--- config.mk ---
export PLATFORM = sky130hd
export DESIGN_NAME = gpio_pattern_sched_flat
export DESIGN_NICKNAME = d
export VERILOG_FILES = /design/src/rtl/gpio_pattern_sched_pkg.sv /design/src/rtl/gpio_pattern_sched_if.sv /design/src/rtl/gpio_step_timer.sv /design/src/rtl/gpio_pattern_sched.sv /design/src/flat_wrapper.sv
export SDC_FILE = /design/constraint.sdc
export NUM_CORES = 1
export LEC_CHECK = 0
export CAP_MARGIN = 0
export CORE_MARGIN = 2
export CORE_UTILIZATION = 40
export DETAILED_ROUTE_END_ITERATION = 7
export GPL_TIMING_DRIVEN = 0
export SLEW_MARGIN = 5
export SYNTH_ARGS = -nofsm -noshare
export SYNTH_HDL_FRONTEND = slang
export SYNTH_SLANG_ARGS = --single-unit
--- constraint.sdc ---
create_clock -name clk -period 3 [get_ports clk]
set_input_delay 0.6 -clock clk [delete_from_list [all_inputs] [get_ports clk]]
set_output_delay 0.6 -clock clk [all_outputs]
set_load 0.02 [all_outputs]
--- src/rtl/gpio_pattern_sched_pkg.sv ---
// rtl/gpio_pattern_sched_pkg.sv - shared constants and state type for the LED pattern sequencer
package gpio_pattern_sched_pkg;

    localparam int DEF_WIDTH = 8;
    localparam int DEF_DEPTH = 8;
    localparam int DEF_PW    = 27;

    localparam logic ST_IDLE = 1'b0;
    localparam logic ST_RUN  = 1'b1;

    typedef enum logic {
        S_IDLE = ST_IDLE,
        S_RUN  = ST_RUN
    } state_e;

endpackage

--- src/rtl/gpio_pattern_sched_if.sv ---
// rtl/gpio_pattern_sched_if.sv - config/control/LED bundle between CSR glue and the pattern sequencer
interface gpio_pattern_sched_if
    import gpio_pattern_sched_pkg::*;
#(
    parameter int WIDTH = DEF_WIDTH,
    parameter int DEPTH = DEF_DEPTH,
    parameter int PW    = DEF_PW
);
    localparam int AW = $clog2(DEPTH);

    logic             cfg_we;
    logic [AW-1:0]    cfg_addr;
    logic [WIDTH-1:0] cfg_data;
    logic [AW:0]      len;
    logic [PW-1:0]    period;
    logic             loop;
    logic             start;
    logic             stop;

    logic [WIDTH-1:0] led_out;
    logic             step_tick;
    logic [AW-1:0]    step_idx;
    logic             busy;
    logic             done;

    modport master (
        output cfg_we, cfg_addr, cfg_data, len, period, loop, start, stop,
        input  led_out, step_tick, step_idx, busy, done
    );

    modport slave (
        input  cfg_we, cfg_addr, cfg_data, len, period, loop, start, stop,
        output led_out, step_tick, step_idx, busy, done
    );

endinterface

--- src/rtl/gpio_step_timer.sv ---
// rtl/gpio_step_timer.sv - step-period counter with clear and terminal count at count == period
module gpio_step_timer
    import gpio_pattern_sched_pkg::*;
#(
    parameter int PW = DEF_PW
) (
    input  logic          clk,
    input  logic          rst,
    input  logic          clr_i,
    input  logic          en_i,
    input  logic [PW-1:0] period_i,
    output logic          tc_o
);
    logic [PW-1:0] cnt_q, cnt_d;

    // Terminal count compares for equality, so period = all-ones never overflows.
    assign tc_o = (cnt_q == period_i);

    // Next count: clear wins, then wrap to zero at terminal count, else count up.
    always_comb begin
        cnt_d = cnt_q;
        if (clr_i) begin
            cnt_d = '0;
        end else if (en_i) begin
            cnt_d = tc_o ? '0 : cnt_q + PW'(1);
        end
    end

    // Counter register.
    always_ff @(posedge clk) begin
        if (rst) begin
            cnt_q <= '0;
        end else begin
            cnt_q <= cnt_d;
        end
    end

endmodule

--- src/rtl/gpio_pattern_sched.sv ---
// rtl/gpio_pattern_sched.sv - programmable LED pattern sequencer driving the GPIO LED bank
module gpio_pattern_sched
    import gpio_pattern_sched_pkg::*;
#(
    parameter int WIDTH = DEF_WIDTH,
    parameter int DEPTH = DEF_DEPTH,
    parameter int PW    = DEF_PW
) (
    input logic clk,
    input logic rst,
    gpio_pattern_sched_if.slave bus
);
    localparam int          AW      = $clog2(DEPTH);
    localparam logic [AW:0] LEN_MAX = (AW+1)'(DEPTH);
    localparam logic [AW-1:0] IDX0  = '0;

    state_e           state_q, state_d;
    logic [WIDTH-1:0] pat_q [DEPTH];
    logic [WIDTH-1:0] led_q, led_d;
    logic [AW-1:0]    idx_q, idx_d, idx_nxt;
    logic             tick_q, tick_d;
    logic             done_q, done_d;
    logic [AW:0]      len_q, len_d, len_lat;
    logic [PW-1:0]    period_q, period_d;
    logic             loop_q, loop_d;
    logic             tmr_clr, tmr_en, tmr_tc;
    logic             has_next;

    assign idx_nxt  = idx_q + AW'(1);
    assign has_next = (({1'b0, idx_q} + (AW+1)'(1)) < len_q);
    // Requested lengths beyond the table play the whole table once.
    assign len_lat  = (bus.len > LEN_MAX) ? LEN_MAX : bus.len;

    gpio_step_timer #(.PW(PW)) u_timer (
        .clk      (clk),
        .rst      (rst),
        .clr_i    (tmr_clr),
        .en_i     (tmr_en),
        .period_i (period_q),
        .tc_o     (tmr_tc)
    );

    // Pattern table: cleared by reset, writable in any state; loads see the pre-write word.
    always_ff @(posedge clk) begin
        if (rst) begin
            for (int i = 0; i < DEPTH; i++) begin
                pat_q[i] <= '0;
            end
        end else if (bus.cfg_we) begin
            pat_q[bus.cfg_addr] <= bus.cfg_data;
        end
    end

    // Sequencer next state: start/stop handling and entry stepping on timer terminal count.
    always_comb begin
        state_d  = state_q;
        led_d    = led_q;
        idx_d    = idx_q;
        tick_d   = 1'b0;
        done_d   = 1'b0;
        len_d    = len_q;
        period_d = period_q;
        loop_d   = loop_q;
        tmr_clr  = 1'b0;
        tmr_en   = 1'b0;
        case (state_q)
            S_IDLE: begin
                if (bus.start && !bus.stop) begin
                    len_d    = len_lat;
                    period_d = bus.period;
                    loop_d   = bus.loop;
                    tmr_clr  = 1'b1;
                    if (len_lat == '0) begin
                        done_d = 1'b1;
                    end else begin
                        state_d = S_RUN;
                        led_d   = pat_q[IDX0];
                        idx_d   = IDX0;
                        tick_d  = 1'b1;
                    end
                end
            end
            S_RUN: begin
                if (bus.stop) begin
                    state_d = S_IDLE;
                    tmr_clr = 1'b1;
                end else begin
                    tmr_en = 1'b1;
                    if (tmr_tc) begin
                        if (has_next) begin
                            idx_d  = idx_nxt;
                            led_d  = pat_q[idx_nxt];
                            tick_d = 1'b1;
                        end else if (loop_q) begin
                            idx_d  = IDX0;
                            led_d  = pat_q[IDX0];
                            tick_d = 1'b1;
                        end else begin
                            state_d = S_IDLE;
                            done_d  = 1'b1;
                        end
                    end
                end
            end
            default: state_d = S_IDLE;
        endcase
    end

    // State and output registers.
    always_ff @(posedge clk) begin
        if (rst) begin
            state_q  <= S_IDLE;
            led_q    <= '0;
            idx_q    <= '0;
            tick_q   <= 1'b0;
            done_q   <= 1'b0;
            len_q    <= '0;
            period_q <= '0;
            loop_q   <= 1'b0;
        end else begin
            state_q  <= state_d;
            led_q    <= led_d;
            idx_q    <= idx_d;
            tick_q   <= tick_d;
            done_q   <= done_d;
            len_q    <= len_d;
            period_q <= period_d;
            loop_q   <= loop_d;
        end
    end

    assign bus.led_out   = led_q;
    assign bus.step_tick = tick_q;
    assign bus.step_idx  = idx_q;
    assign bus.busy      = (state_q == S_RUN);
    assign bus.done      = done_q;

endmodule

--- src/flat_wrapper.sv ---
// flat-port wrapper written by rule: the top's interface ports become plain ports
module gpio_pattern_sched_flat import gpio_pattern_sched_pkg::*;
#(
    parameter int WIDTH = DEF_WIDTH,
    parameter int DEPTH = DEF_DEPTH,
    parameter int PW    = DEF_PW
)
  (clk, rst, bus_cfg_we, bus_cfg_addr, bus_cfg_data, bus_len, bus_period, bus_loop, bus_start, bus_stop, bus_led_out, bus_step_tick, bus_step_idx, bus_busy, bus_done);
  gpio_pattern_sched_if #(.WIDTH(WIDTH), .DEPTH(DEPTH), .PW(PW)) bus_i ();
  input logic clk;
  input logic rst;
  input wire logic [$bits(bus_i.cfg_we)-1:0] bus_cfg_we;
  input wire logic [$bits(bus_i.cfg_addr)-1:0] bus_cfg_addr;
  input wire logic [$bits(bus_i.cfg_data)-1:0] bus_cfg_data;
  input wire logic [$bits(bus_i.len)-1:0] bus_len;
  input wire logic [$bits(bus_i.period)-1:0] bus_period;
  input wire logic [$bits(bus_i.loop)-1:0] bus_loop;
  input wire logic [$bits(bus_i.start)-1:0] bus_start;
  input wire logic [$bits(bus_i.stop)-1:0] bus_stop;
  output wire logic [$bits(bus_i.led_out)-1:0] bus_led_out;
  output wire logic [$bits(bus_i.step_tick)-1:0] bus_step_tick;
  output wire logic [$bits(bus_i.step_idx)-1:0] bus_step_idx;
  output wire logic [$bits(bus_i.busy)-1:0] bus_busy;
  output wire logic [$bits(bus_i.done)-1:0] bus_done;
  assign bus_i.cfg_we = bus_cfg_we;
  assign bus_i.cfg_addr = bus_cfg_addr;
  assign bus_i.cfg_data = bus_cfg_data;
  assign bus_i.len = bus_len;
  assign bus_i.period = bus_period;
  assign bus_i.loop = bus_loop;
  assign bus_i.start = bus_start;
  assign bus_i.stop = bus_stop;
  assign bus_led_out = bus_i.led_out;
  assign bus_step_tick = bus_i.step_tick;
  assign bus_step_idx = bus_i.step_idx;
  assign bus_busy = bus_i.busy;
  assign bus_done = bus_i.done;
  gpio_pattern_sched #(.WIDTH(WIDTH), .DEPTH(DEPTH), .PW(PW)) u_core (.clk(clk), .rst(rst), .bus(bus_i));
endmodule
==> summary.txt, run 1 <==
GRT
  • Pin count of the biggest net entering global routing: 17
  • Global-route wire length before repair: around 24 mm
  • Number of global-route vias before repair: between 4,000 and 5,000
  • Gr usage total: 19.1%
  • Congestion Overflow GR: 0
  • Initial antenna violation count: 0

Layout
  • Nets: around 700
  • Area grow syn2layout: 24.3%
  • Final core occ: 51.0%
  • FILL cells: 1,357
  • Fin area: roughly 0.0078 sq mm
  • Ant. Diodes: 0
  • Share of layout cells above drive strength 1: 10.2%

Synth
  • Mapped Cells: 581
  • Ys async rst share: 0%
  • Most common cell in the netlist: nand2_1
  • Post-synth EDFFs: between 60 and 70
  • Sequential area share after synthesis: a little over half
  • Synth cell types: 44
  • Top post-synthesis cells by count: nand2_1 (82), dfxtp_1 (73), and2_1 (66)
  • Area leader, netlist: edfxtp_1
  • Area fraction of the dominant cell type after synthesis: about 30%
  • Synth top area cells: edfxtp_1 (31%), dfxtp_1 (23%), and2_1 (6.6%), xnor2_1 (5.9%), mux4_2 (5.8%)
  • Syn nets: 634
  • Ys Warns: 0
  • Seq cells post-synth: 137
  • Post-Syn Area: 0.00624 sq mm
  • Main flop type after synthesis: dfxtp_1
  • Syn Area/Cell: 10.7 sq um

Setup path
  • Crit. End Element: flip-flop
  • Reg2reg end: u_core.bus.led_out[1]
  • Critical Path Fanout Max: 10
  • Crit start category: input pin
  • Critical path endpoint: u_core.u_timer.cnt_q[23]
  • R2r setup slk: roughly 0.23 ns
  • Worst EP arrival: 3.10 ns
  • Worst Setup SP: bus_stop
  • Reg2reg path depth: 8
  • CP required: approximately 3.3 ns
  • CP Class: input pin to flip-flop
  • RR Startpoint: u_core.bus.step_idx[0]

Clocking
  • Clock Pin Slew Worst Setup and Hold Paths: 0.05 ns
  • Clk root buf: clkbuf_16
  • Skew-Pair Late Insertion Delay: 0.42 ns
  • CTS tree: done
  • Clk buf depth: 2
  • Cts hold-fix bufs: 0
  • H-tree Lvls: 4
  • CTS Buf Count: 17
  • CTS Sinks: 137

Timing
  • Hold Fails Final Rpt: 0
  • Post-route minimum period: between 2 and 3 ns
  • Final Max Slew Viols: 0
  • Final period util: 93.9%
  • PnR worst setup slack: 0.184 ns
  • Unrepaired setup endpoints after global routing: false
  • Final setup violation count: 0
  • Clk_skew: between 0.007 and 0.008 ns
  • Worst hold margin: 0.460 ns
  • Slew HR: 30.5%
  • Fmax: 0.355 GHz
  • Worst Max-Slew Pin Slew: 1.04 ns

Floorplanning
  • Width of the chip: between 100 and 150 um
  • Die extent in y: 129 um
  • Die Area: 0.0166 sq mm
  • Row count: 45
  • Starting Density: 41.0%
  • Core Region: 0.0152 sq mm
  • IO Pins: 62

Power
  • Max VDD drop: between 0.4 and 0.5 mV
  • PwrDens: 590 mW/mm^2
  • Pleak: 2.59 nW
  • Tot Pwr: ~4.6 mW

Routing
  • DR pass1 iterations: 4
  • Via Count: between 4,000 and 5,000
  • Residual DRC count: 0
  • DRT iter0 DRCs: 260
  • DR WL/cell: ~17 um
  • Via density: 5.16
  • Post-route ant nets: 0
  • Routed WL: 15.1 mm

Placed design
  • Dpl ws: -0.594 ns
  • DP Area: roughly 0.0071 sq mm
  • Buffers on Ports: 61
  • Final HPWL from detailed placement: 10.7 mm
  • Gp weighted congestion: 0.799

Min path
  • Min-delay src: u_core.len_q[0]
  • HP Class: flip-flop to flip-flop

Status
  • Status: finished clean

Job
  • Max Cap Viol: 0
-- metal layers --
| metal | track usage [%] | vias up | wire length [um] |
|---|---|---|---|
| met4 | 6.39 | 0 | 229 |
| met5 | 0 | - | 0 |
| met1 | 23.3 | 2162 | 6810 |
| met3 | 5.24 | 15 | 544 |
| li1 | - | 2187 | - |
| met2 | 33.0 | 90 | 7480 |
-- cell usage in the layout (no fill, tap or decap), types with 5 or more instances in the layout --
master	synthesis	routed
nand2_1	82	82
dfxtp_1	73	73
and2_1	66	66
edfxtp_1	64	64
clkdlybuf4s50_1	0	61
nor2_1	46	46
xnor2_1	42	42
a21oi_1	35	35
clkbuf_1	22	21
clkbuf_16	0	19
mux4_2	16	16
nand4b_1	13	13
o21ai_0	11	11
xor2_1	12	11
or2_2	9	9
nand4_1	9	9
nand3_1	8	8
mux2i_1	8	8
o31ai_1	8	8
inv_1	6	6
nand3b_1	6	6
ha_1	5	5
-- where the power goes --
part | internal [mW] | leakage [nW] | switching, mW
Clock | 1.41 | 0.309 | 0.766
Combinational | 0.154 | 1.07 | 0.174
Sequential | 2.04 | 1.21 | 0.0384
-- layout make-up --
| type | count | area [sq um] | share of cell area, % |
|---|---|---|---|
| inverter | 6 | 22.5 | 0.290 |
| tap | 188 | 235 | 3.03 |
| timing repair buffer | 64 | 633 | 8.17 |
| clock buffer | 25 | 538 | 6.94 |
| clock inverter | 6 | 83.8 | 1.08 |
| sequential | 137 | 3380 | 43.6 |
| multi-input combinational | 410 | 2740 | 35.3 |
| buffer | 27 | 120 | 1.55 |
-- worst min-delay path by stage --
stage               cells past startpoint              end  slack (ns)
finish                                  2  u_core.len_q[0]        0.46
CTS                                     2  u_core.len_q[0]        0.46
detailed placement                      2  u_core.len_q[0]        0.45
global route                            2  u_core.len_q[0]        0.47
global placement                        2  u_core.len_q[2]        0.45
floorplan                               2  u_core.len_q[0]        0.43
-- through the flow --
stage / TNS [ns] / cells
after floorplan: 0 / 581
after global placement: -7.58 / 830
after detailed placement: -9.84 / 830
after CTS: 0 / 861
after global routing: 0 / 863
final: 0 / 863
-- repair_timing --
| action | CTS | global route |
|---|---|---|
| pin swaps | 0 | 0 |
| gates cloned | 0 | 0 |
| endpoints found under the setup margin | 12 | 10 |
| gates resized for setup | 5 | 3 |
| buffers inserted | 0 | 3 |
-- kinds of logic after synthesis --
logic type      share of synthesized area (%)
mux                                      7.06
flops                                    54.3
compound gates                           5.52
xor+xnor                                 7.58
fa+ha+maj                                1.00
simple gates                             22.4
buf+inv                                  2.15
-- sequential cells by signal, summed over array words and instances, names as in the netlist, 3 cells and up --
| signal | cells |
|---|---|
| u_core.bus.led_out | 8 |
| u_core.pat_q | 64 |
| u_core.u_timer.cnt_q | 27 |
| u_core.bus.step_idx | 3 |
| u_core.len_q | 4 |
| u_core.period_q | 27 |
-- critical path, stage by stage --
cell and delay [ns]:
clkdlybuf4s50_1 0.54, nor3b_1 0.89, a211o_1 0.18, clkbuf_1 0.33, buf_1 0.44, nor2_1 0.10
(Power assumes the default switching activity.)
==> run 2: changes to the inputs <==
--- a/config.mk
+++ b/config.mk
@@ -7,9 +7,10 @@
 export LEC_CHECK = 0
 export CAP_MARGIN = 0
 export CORE_MARGIN = 2
-export CORE_UTILIZATION = 40
+export CORE_UTILIZATION = 50
 export DETAILED_ROUTE_END_ITERATION = 7
 export GPL_TIMING_DRIVEN = 0
+export PLACE_DENSITY = 0.71
 export SLEW_MARGIN = 5
 export SYNTH_ARGS = -nofsm -noshare
 export SYNTH_HDL_FRONTEND = slang
==> run 2 against run 1 <==
First-iteration DRC count down 1.9%. Clock-buffer cell count down 2. Sequential share of layout area up 0.14 points. Non-clock buffer count down 2. Global-route usage up 3.6 points. Worst setup slack better by 0.036 ns. Combinational power about the same. Total power up 1.6%. Hold slack worse by 0.0057 ns. Critical path depth up 4. Cell count down 2.4%. Largest power group unchanged.
==> summary.txt, run 2 (synthesis gave the netlist of run 1 again) <==
Setup path
  • CP required: 3.34 ns (was 3.28 ns)
  • CP Class: flip-flop to flip-flop (was input pin to flip-flop)
  • Crit. End Element: flip-flop (unchanged)
  • Critical Path Fanout Max: 10 (unchanged)
  • RR Startpoint: u_core.bus.step_idx[0] (unchanged)
  • Reg2reg end: u_core.bus.led_out[5] (was u_core.bus.led_out[1])
  • Most used cell, CP: a21oi_1
  • Worst EP arrival: 3.12 ns (was 3.10 ns)
  • Delay-heaviest family, CP: simple AND/OR/NAND/NOR gates (was buffers and inverters)
  • Crit start category: flip-flop (was input pin)
  • Reg2reg path depth: 10 (was 8)
  • Slowest cell on the critical path: dfxtp_1 (was nor3b_1)
  • Crit-path max cell delay: 0.42 ns (was 0.89 ns)
  • Crit path buf inv count: 3 (unchanged)
  • CP Cell Sequence: buf_6, buf_4, and3_1, ha_1, a21oi_1, a21oi_1, nand4b_1, and2_1, clkbuf_1, o31ai_1 (was clkdlybuf4s50_1, nor3b_1, a211o_1, clkbuf_1, buf_1, nor2_1)
  • R2r setup slk: 0.22 ns (was 0.23 ns)

Job
  • Max Cap Viol: 0 (unchanged)

Min path
  • Worst hold stages: 2 (unchanged)
  • Min-delay src: u_core.len_q[0] (unchanged)
  • HP Class: flip-flop to flip-flop (unchanged)
  • Hold endpoint: u_core.len_q[0] (unchanged)

Routing
  • DR WL/cell: 17.0 um (was 17.5 um)
  • Residual DRC count: 0 (unchanged)
  • Post-route ant nets: 0 (unchanged)
  • Routed WL: 14.4 mm (was 15.1 mm)
  • DR pass1 iterations: 5 (was 4)
  • Via density: 5.30 (was 5.16)
  • DRT iter0 DRCs: 255 (was 260)
  • Via Count: 4,462 (was 4,454)

GRT
  • Initial antenna violation count: 0 (unchanged)
  • Gr usage total: 22.7% (was 19.1%)
  • Congestion Overflow GR: 0 (unchanged)
  • Number of global-route vias before repair: 4,527 (was 4,580)
  • Global-route wire length before repair: 22.6 mm (was 23.9 mm)
  • Pin count of the biggest net entering global routing: 17 (unchanged)

Timing
  • Fmax: 0.360 GHz (was 0.355 GHz)
  • Final period util: 92.7% (was 93.9%)
  • Hold Fails Final Rpt: 0 (unchanged)
  • Worst Max-Slew Pin Slew: 1.07 ns (was 1.04 ns)
  • Post-route minimum period: 2.78 ns (was 2.82 ns)
  • Clk_skew: 0.00718 ns (was 0.00756 ns)
  • Worst hold margin: 0.454 ns (was 0.460 ns)
  • PnR worst setup slack: 0.220 ns (was 0.184 ns)
  • Unrepaired setup endpoints after global routing: false (unchanged)
  • Final setup violation count: 0 (unchanged)
  • Setup TNS: 0 ns (unchanged)
  • Slew HR: 28.2% (was 30.5%)
  • Final Max Slew Viols: 0 (unchanged)

Floorplanning
  • Die extent in y: 116 um (was 129 um)
  • IO Pins: 62 (unchanged)
  • Row count: 40 (was 45)
  • Width of the chip: 116 um (was 129 um)
  • Core Region: 0.0121 sq mm (was 0.0152 sq mm)
  • Starting Density: 51.5% (was 41.0%)
  • Die Area: 0.0134 sq mm (was 0.0166 sq mm)

Layout
  • FILL cells: 995 (was 1,357)
  • Largest Register: u_core.pat_q (unchanged)
  • Ant. Diodes: 0 (unchanged)
  • Share of layout cells above drive strength 1: 9.35% (was 10.2%)
  • Nets: 714 (was 716)
  • Fin area: 0.00773 sq mm (was 0.00775 sq mm)
  • Cell Count, Final, Fillers Out: 842 (was 863)
  • Number of flip-flops in the largest register: 64 (unchanged)
  • Area grow syn2layout: 23.9% (was 24.3%)
  • Final core occ: 63.8% (was 51.0%)
  • Commonest non-fill, non-tap cells in the layout: nand2_1 (82), dfxtp_1 (73), and2_1 (66) (unchanged)
  • Top Registers: u_core.pat_q: 64 flops, u_core.period_q: 27 flops, u_core.u_timer.cnt_q: 27 flops (unchanged)
  • Most common cell after layout, fill and taps aside: nand2_1 (unchanged)

Placed design
  • Gp weighted congestion: 0.886 (was 0.799)
  • Placed cells: 810 (was 830)
  • Dpl ws: -0.542 ns (was -0.594 ns)
  • Buffers on Ports: 61 (unchanged)
  • Final HPWL from detailed placement: 10.1 mm (was 10.7 mm)
  • DP Area: 0.00706 sq mm (was 0.00708 sq mm)

Status
  • Status: finished clean (unchanged)

Clocking
  • Clk root buf: clkbuf_16 (unchanged)
  • Skew-Pair Late Insertion Delay: 0.42 ns (about the same)
  • H-tree Lvls: 4 (unchanged)
  • Clk buf depth: 2 (unchanged)
  • CTS Sinks: 137 (unchanged)
  • CTS Buf Count: 17 (unchanged)
  • CTS tree: done (unchanged)
  • Clock Pin Slew Worst Setup and Hold Paths: 0.06 ns (was 0.05 ns)

Power
  • Sequential share of power: 44.6% (was 45.4%)
  • Tot Pwr: 4.65 mW (was 4.58 mW)
  • PwrDens: 602 mW/mm^2 (was 590 mW/mm^2)
  • P_sw: 0.959 mW (was 0.979 mW)
  • Power share of the combinational group: 7.0% (was 7.2%)
  • Switching part of the total: 20.6% (was 21.4%)
  • Cell Int Power: 3.69 mW (was 3.60 mW)
  • Pleak: 2.58 nW (was 2.59 nW)
  • Clock share of power: 48.4% (was 47.5%)
  • Max VDD drop: 0.410 mV (was 0.432 mV)
-- run 2: power groups by stage --
stage	registers (mW)	logic [mW]	clock network (mW)
5_1_grt	2.08	0.352	2.34
3_3_place_gp	2.11	0.317	0
4_1_cts	2.08	0.326	2.27
2_1_floorplan	2.11	0.168	0
6_report	2.08	0.325	2.25
3_5_place_dp	2.11	0.323	0
-- run 2: routing by layer --
layer	wire, um	up-vias	global-route usage [%]	share of wire [%]
met2	7630	102	41.4	53
met5	0	-	0	0
met3	614	18	6.54	4.3
met1	5870	2163	25.5	41
li1	-	2179	-	-
met4	235	0	7.86	1.6
-- run 2: layout make-up --
cell class	count	area (sq um)	share of cell area (%)
Buffer	27	116	1.51
Timing Repair Buffer	62	618	8.00
Clock buffer	23	500	6.48
Clock inverter	9	140	1.81
Multi-Input combinational cell	410	2740	35.4
Sequential cell	137	3380	43.8
Inverter	6	22.5	0.291
Tap cell	168	210	2.72
-- run 2: how the worst max path moves through the flow --
| stage | from | end | slack, ns | depth (start not counted) |
|---|---|---|---|---|
| detailed placement | u_core.bus.step_idx[0] | u_core.bus.led_out[6] | -0.54 | 10 |
| floorplan | u_core.bus.step_idx[0] | u_core.bus.led_out[1] | 0.16 | 10 |
| global route | u_core.bus.step_idx[0] | u_core.bus.led_out[2] | 0.01 | 10 |
| finish | u_core.bus.step_idx[0] | u_core.bus.led_out[5] | 0.22 | 10 |
| CTS | u_core.bus.step_idx[0] | u_core.bus.led_out[6] | 0.07 | 10 |
| global placement | u_core.bus.step_idx[0] | u_core.bus.led_out[6] | -0.50 | 10 |
-- run 2: worst reg2reg max path: stages (launching register included) --
cell and delay (ns):
dfxtp_1 0.42, buf_6 0.23, buf_4 0.25, and3_1 0.19
ha_1 0.24, a21oi_1 0.16, a21oi_1 0.13, nand4b_1 0.27
and2_1 0.30, clkbuf_1 0.24, o31ai_1 0.26
-- run 2: what timing repair did --
action / 4_1_cts / 5_1_grt
buffers inserted: 0 / 1
gates resized for setup: 5 / 2
cloned: 0 / 0
setup endpoints to repair: 12 / 10
hold buffers: 0 / 0
==> run 3: changes to the inputs <==
--- a/config.mk
+++ b/config.mk
@@ -10,6 +10,7 @@
 export CORE_UTILIZATION = 50
 export DETAILED_ROUTE_END_ITERATION = 7
 export GPL_TIMING_DRIVEN = 0
+export MAX_ROUTING_LAYER = met4
 export PLACE_DENSITY = 0.71
 export SLEW_MARGIN = 5
 export SYNTH_ARGS = -nofsm -noshare
==> run 3 against run 2 <==
Total power about the same. Critical path depth stayed put. Core utilization unchanged. Clock skew is 0.00076 ns higher. Largest cell class unchanged. Highest routed layer unchanged.
==> summary.txt, run 3 (synthesis gave the netlist of run 1 again) <==
Status
  • Status: finished clean (unchanged)

Layout
  • Register Area: 0.00338 sq mm (unchanged)
  • Largest Register: u_core.pat_q (unchanged)
  • Area grow syn2layout: 23.9% (unchanged)
  • Share of layout cells above drive strength 1: 9.35% (unchanged)
  • FILL cells: 995 (unchanged)
  • Commonest non-fill, non-tap cells in the layout: nand2_1 (82), dfxtp_1 (73), and2_1 (66) (unchanged)
  • Number of flip-flops in the largest register: 64 (unchanged)
  • Top Registers: u_core.pat_q: 64 flops, u_core.period_q: 27 flops, u_core.u_timer.cnt_q: 27 flops (unchanged)
  • Ant. Diodes: 0 (unchanged)
  • Area of the multi-input gates: 0.00274 sq mm (unchanged)
  • Most common cell after layout, fill and taps aside: nand2_1 (unchanged)
  • Nets: 714 (unchanged)

Power
  • Cell Int Power: 3.69 mW (about the same)
  • Switching part of the total: 20.6% (about the same)
  • Clock share of power: 48.4% (about the same)
  • Pleak: 2.58 nW (unchanged)
  • Power share of the combinational group: 7.0% (about the same)
  • Tot Pwr: 4.65 mW (about the same)
  • PwrDens: 601 mW/mm^2 (was 602 mW/mm^2)
  • Max VDD drop: 0.416 mV (was 0.410 mV)
  • P_sw: 0.956 mW (was 0.959 mW)
  • Sequential share of power: 44.7% (was 44.6%)

Setup path
  • Crit. End Element: flip-flop (unchanged)
  • Worst EP arrival: 3.12 ns (about the same)
  • R2r setup slk: 0.22 ns (about the same)
  • CP Class: flip-flop to flip-flop (unchanged)
  • CP required: 3.34 ns (about the same)
  • Crit path buf inv count: 3 (unchanged)
  • Most used cell, CP: a21oi_1 (unchanged)
  • Slowest cell on the critical path: dfxtp_1 (unchanged)
  • Crit start category: flip-flop (unchanged)
  • Delay-heaviest family, CP: simple AND/OR/NAND/NOR gates (unchanged)
  • CP Cell Sequence: buf_6, buf_4, and3_1, ha_1, a21oi_1, a21oi_1, nand4b_1, and2_1, clkbuf_1, o31ai_1 (unchanged)
  • Reg2reg end: u_core.bus.led_out[6] (was u_core.bus.led_out[5])
  • RR Startpoint: u_core.bus.step_idx[0] (unchanged)
  • Crit-path max cell delay: 0.43 ns (was 0.42 ns)
  • Reg2reg path depth: 10 (unchanged)
  • Critical Path Fanout Max: 10 (unchanged)

Placed design
  • Gp weighted congestion: 0.901 (was 0.886)
  • Final HPWL from detailed placement: 10.1 mm (unchanged)
  • Buffers on Ports: 61 (unchanged)

Floorplanning
  • Starting Density: 51.5% (unchanged)
  • IO Pins: 62 (unchanged)
  • Row count: 40 (unchanged)
  • Width of the chip: 116 um (unchanged)
  • Core Region: 0.0121 sq mm (unchanged)
  • Die extent in y: 116 um (unchanged)
  • Die Area: 0.0134 sq mm (unchanged)

Routing
  • Residual DRC count: 0 (unchanged)
  • Via density: 5.28 (was 5.30)
  • Via Count: 4,445 (was 4,462)
  • Routed WL: 14.3 mm (was 14.4 mm)
  • DR pass1 iterations: 4 (was 5)
  • DRT iter0 DRCs: 241 (was 255)
  • DR WL/cell: 17.0 um (about the same)
  • Post-route ant nets: 0 (unchanged)

Timing
  • Slew HR: 28.2% (about the same)
  • Worst Max-Slew Pin Slew: 1.08 ns (was 1.07 ns)
  • Setup TNS: 0 ns (unchanged)
  • Hold Fails Final Rpt: 0 (unchanged)
  • Unrepaired setup endpoints after global routing: false (unchanged)
  • Final Max Slew Viols: 0 (unchanged)
  • Clk_skew: 0.00794 ns (was 0.00718 ns)
  • Worst hold margin: 0.453 ns (was 0.454 ns)
  • Fmax: 0.360 GHz (about the same)
  • Post-route minimum period: 2.78 ns (about the same)
  • Final period util: 92.5% (was 92.7%)
  • Final setup violation count: 0 (unchanged)

GRT
  • Congestion Overflow GR: 0 (unchanged)
  • Pin count of the biggest net entering global routing: 17 (unchanged)
  • Initial antenna violation count: 0 (unchanged)
  • Gr usage total: 23.4% (was 22.7%)
  • Global-route wire length before repair: 22.5 mm (was 22.6 mm)
  • Number of global-route vias before repair: 4,526 (was 4,527)

Clocking
  • H-tree Lvls: 4 (unchanged)
  • CTS Buf Count: 17 (unchanged)
  • Cts hold-fix bufs: 0 (unchanged)
  • Clk root buf: clkbuf_16 (unchanged)
  • Clk buf depth: 2 (unchanged)
  • Clock Pin Slew Worst Setup and Hold Paths: 0.06 ns (about the same)
  • CTS tree: done (unchanged)
  • Skew-Pair Late Insertion Delay: 0.42 ns (about the same)
  • CTS Sinks: 137 (unchanged)

Min path
  • Hold endpoint: u_core.len_q[0] (unchanged)
  • HP Class: flip-flop to flip-flop (unchanged)
  • Worst hold stages: 2 (unchanged)
  • Min-delay src: u_core.len_q[0] (unchanged)

Job
  • Max Cap Viol: 0 (unchanged)
[run 3: cell counts in the layout (fill, tap and decap cells not counted)]
Identical to the previous run, type by type.
[run 3: power by group through the flow]
stage | Combinational, mW | Sequential [mW] | Clock, mW
6_report | 0.324 | 2.08 | 2.25
3_3_place_gp | 0.317 | 2.11 | 0
2_1_floorplan | 0.168 | 2.11 | 0
4_1_cts | 0.326 | 2.08 | 2.27
5_1_grt | 0.352 | 2.08 | 2.34
3_5_place_dp | 0.323 | 2.11 | 0
[run 3: worst reg2reg max path, delay by kind of cell, from the launching register on]
family                   cells  cell delay (ns)
AND/OR/NAND/NOR              3             0.75
buffers and inverters        3             0.71
AO/OA/AOI/OAI                3             0.56
flip-flops                   1             0.43
adder cells (fa/ha/maj)      1             0.24
[run 3: through the flow]
step	instance area, sq um	util (%)	instances	worst slack [ns]
after floorplan	6240	-	581	0.162
after global placement	7060	58.3	810	-0.500
after detailed placement	7060	58.3	810	-0.542
after CTS	7720	63.7	842	0.0678
after global routing	7730	63.8	842	0.0125
final	7730	63.8	842	0.224
[run 3: layer usage]
layer,track usage (%),routed length [um]
met1,25.6,5820
met2,41.3,7560
met3,6.54,673
met4,7.62,240
met5,-,0
[run 3: worst max path at each step]
stage                           start                     to  slack [ns]  depth (start not counted)
5_1_grt        u_core.bus.step_idx[0]  u_core.bus.led_out[2]        0.01                         10
2_1_floorplan  u_core.bus.step_idx[0]  u_core.bus.led_out[1]        0.16                         10
3_3_place_gp   u_core.bus.step_idx[0]  u_core.bus.led_out[6]       -0.50                         10
6_report       u_core.bus.step_idx[0]  u_core.bus.led_out[6]        0.22                         10
4_1_cts        u_core.bus.step_idx[0]  u_core.bus.led_out[6]        0.07                         10
3_5_place_dp   u_core.bus.step_idx[0]  u_core.bus.led_out[6]       -0.54                         10
[run 3: repair_timing]
action	in CTS	in global routing
setup endpoints to repair	12	10
resized for setup	5	2
buffers inserted	0	1
[run 3: final cells by class]
cell class,instances,area share [%]
Sequential cell,137,43.8
Multi-Input combinational cell,410,35.4
Timing Repair Buffer,62,8.00
Clock buffer,23,6.48
Tap cell,168,2.72
Clock inverter,9,1.81
Buffer,27,1.51
Inverter,6,0.291
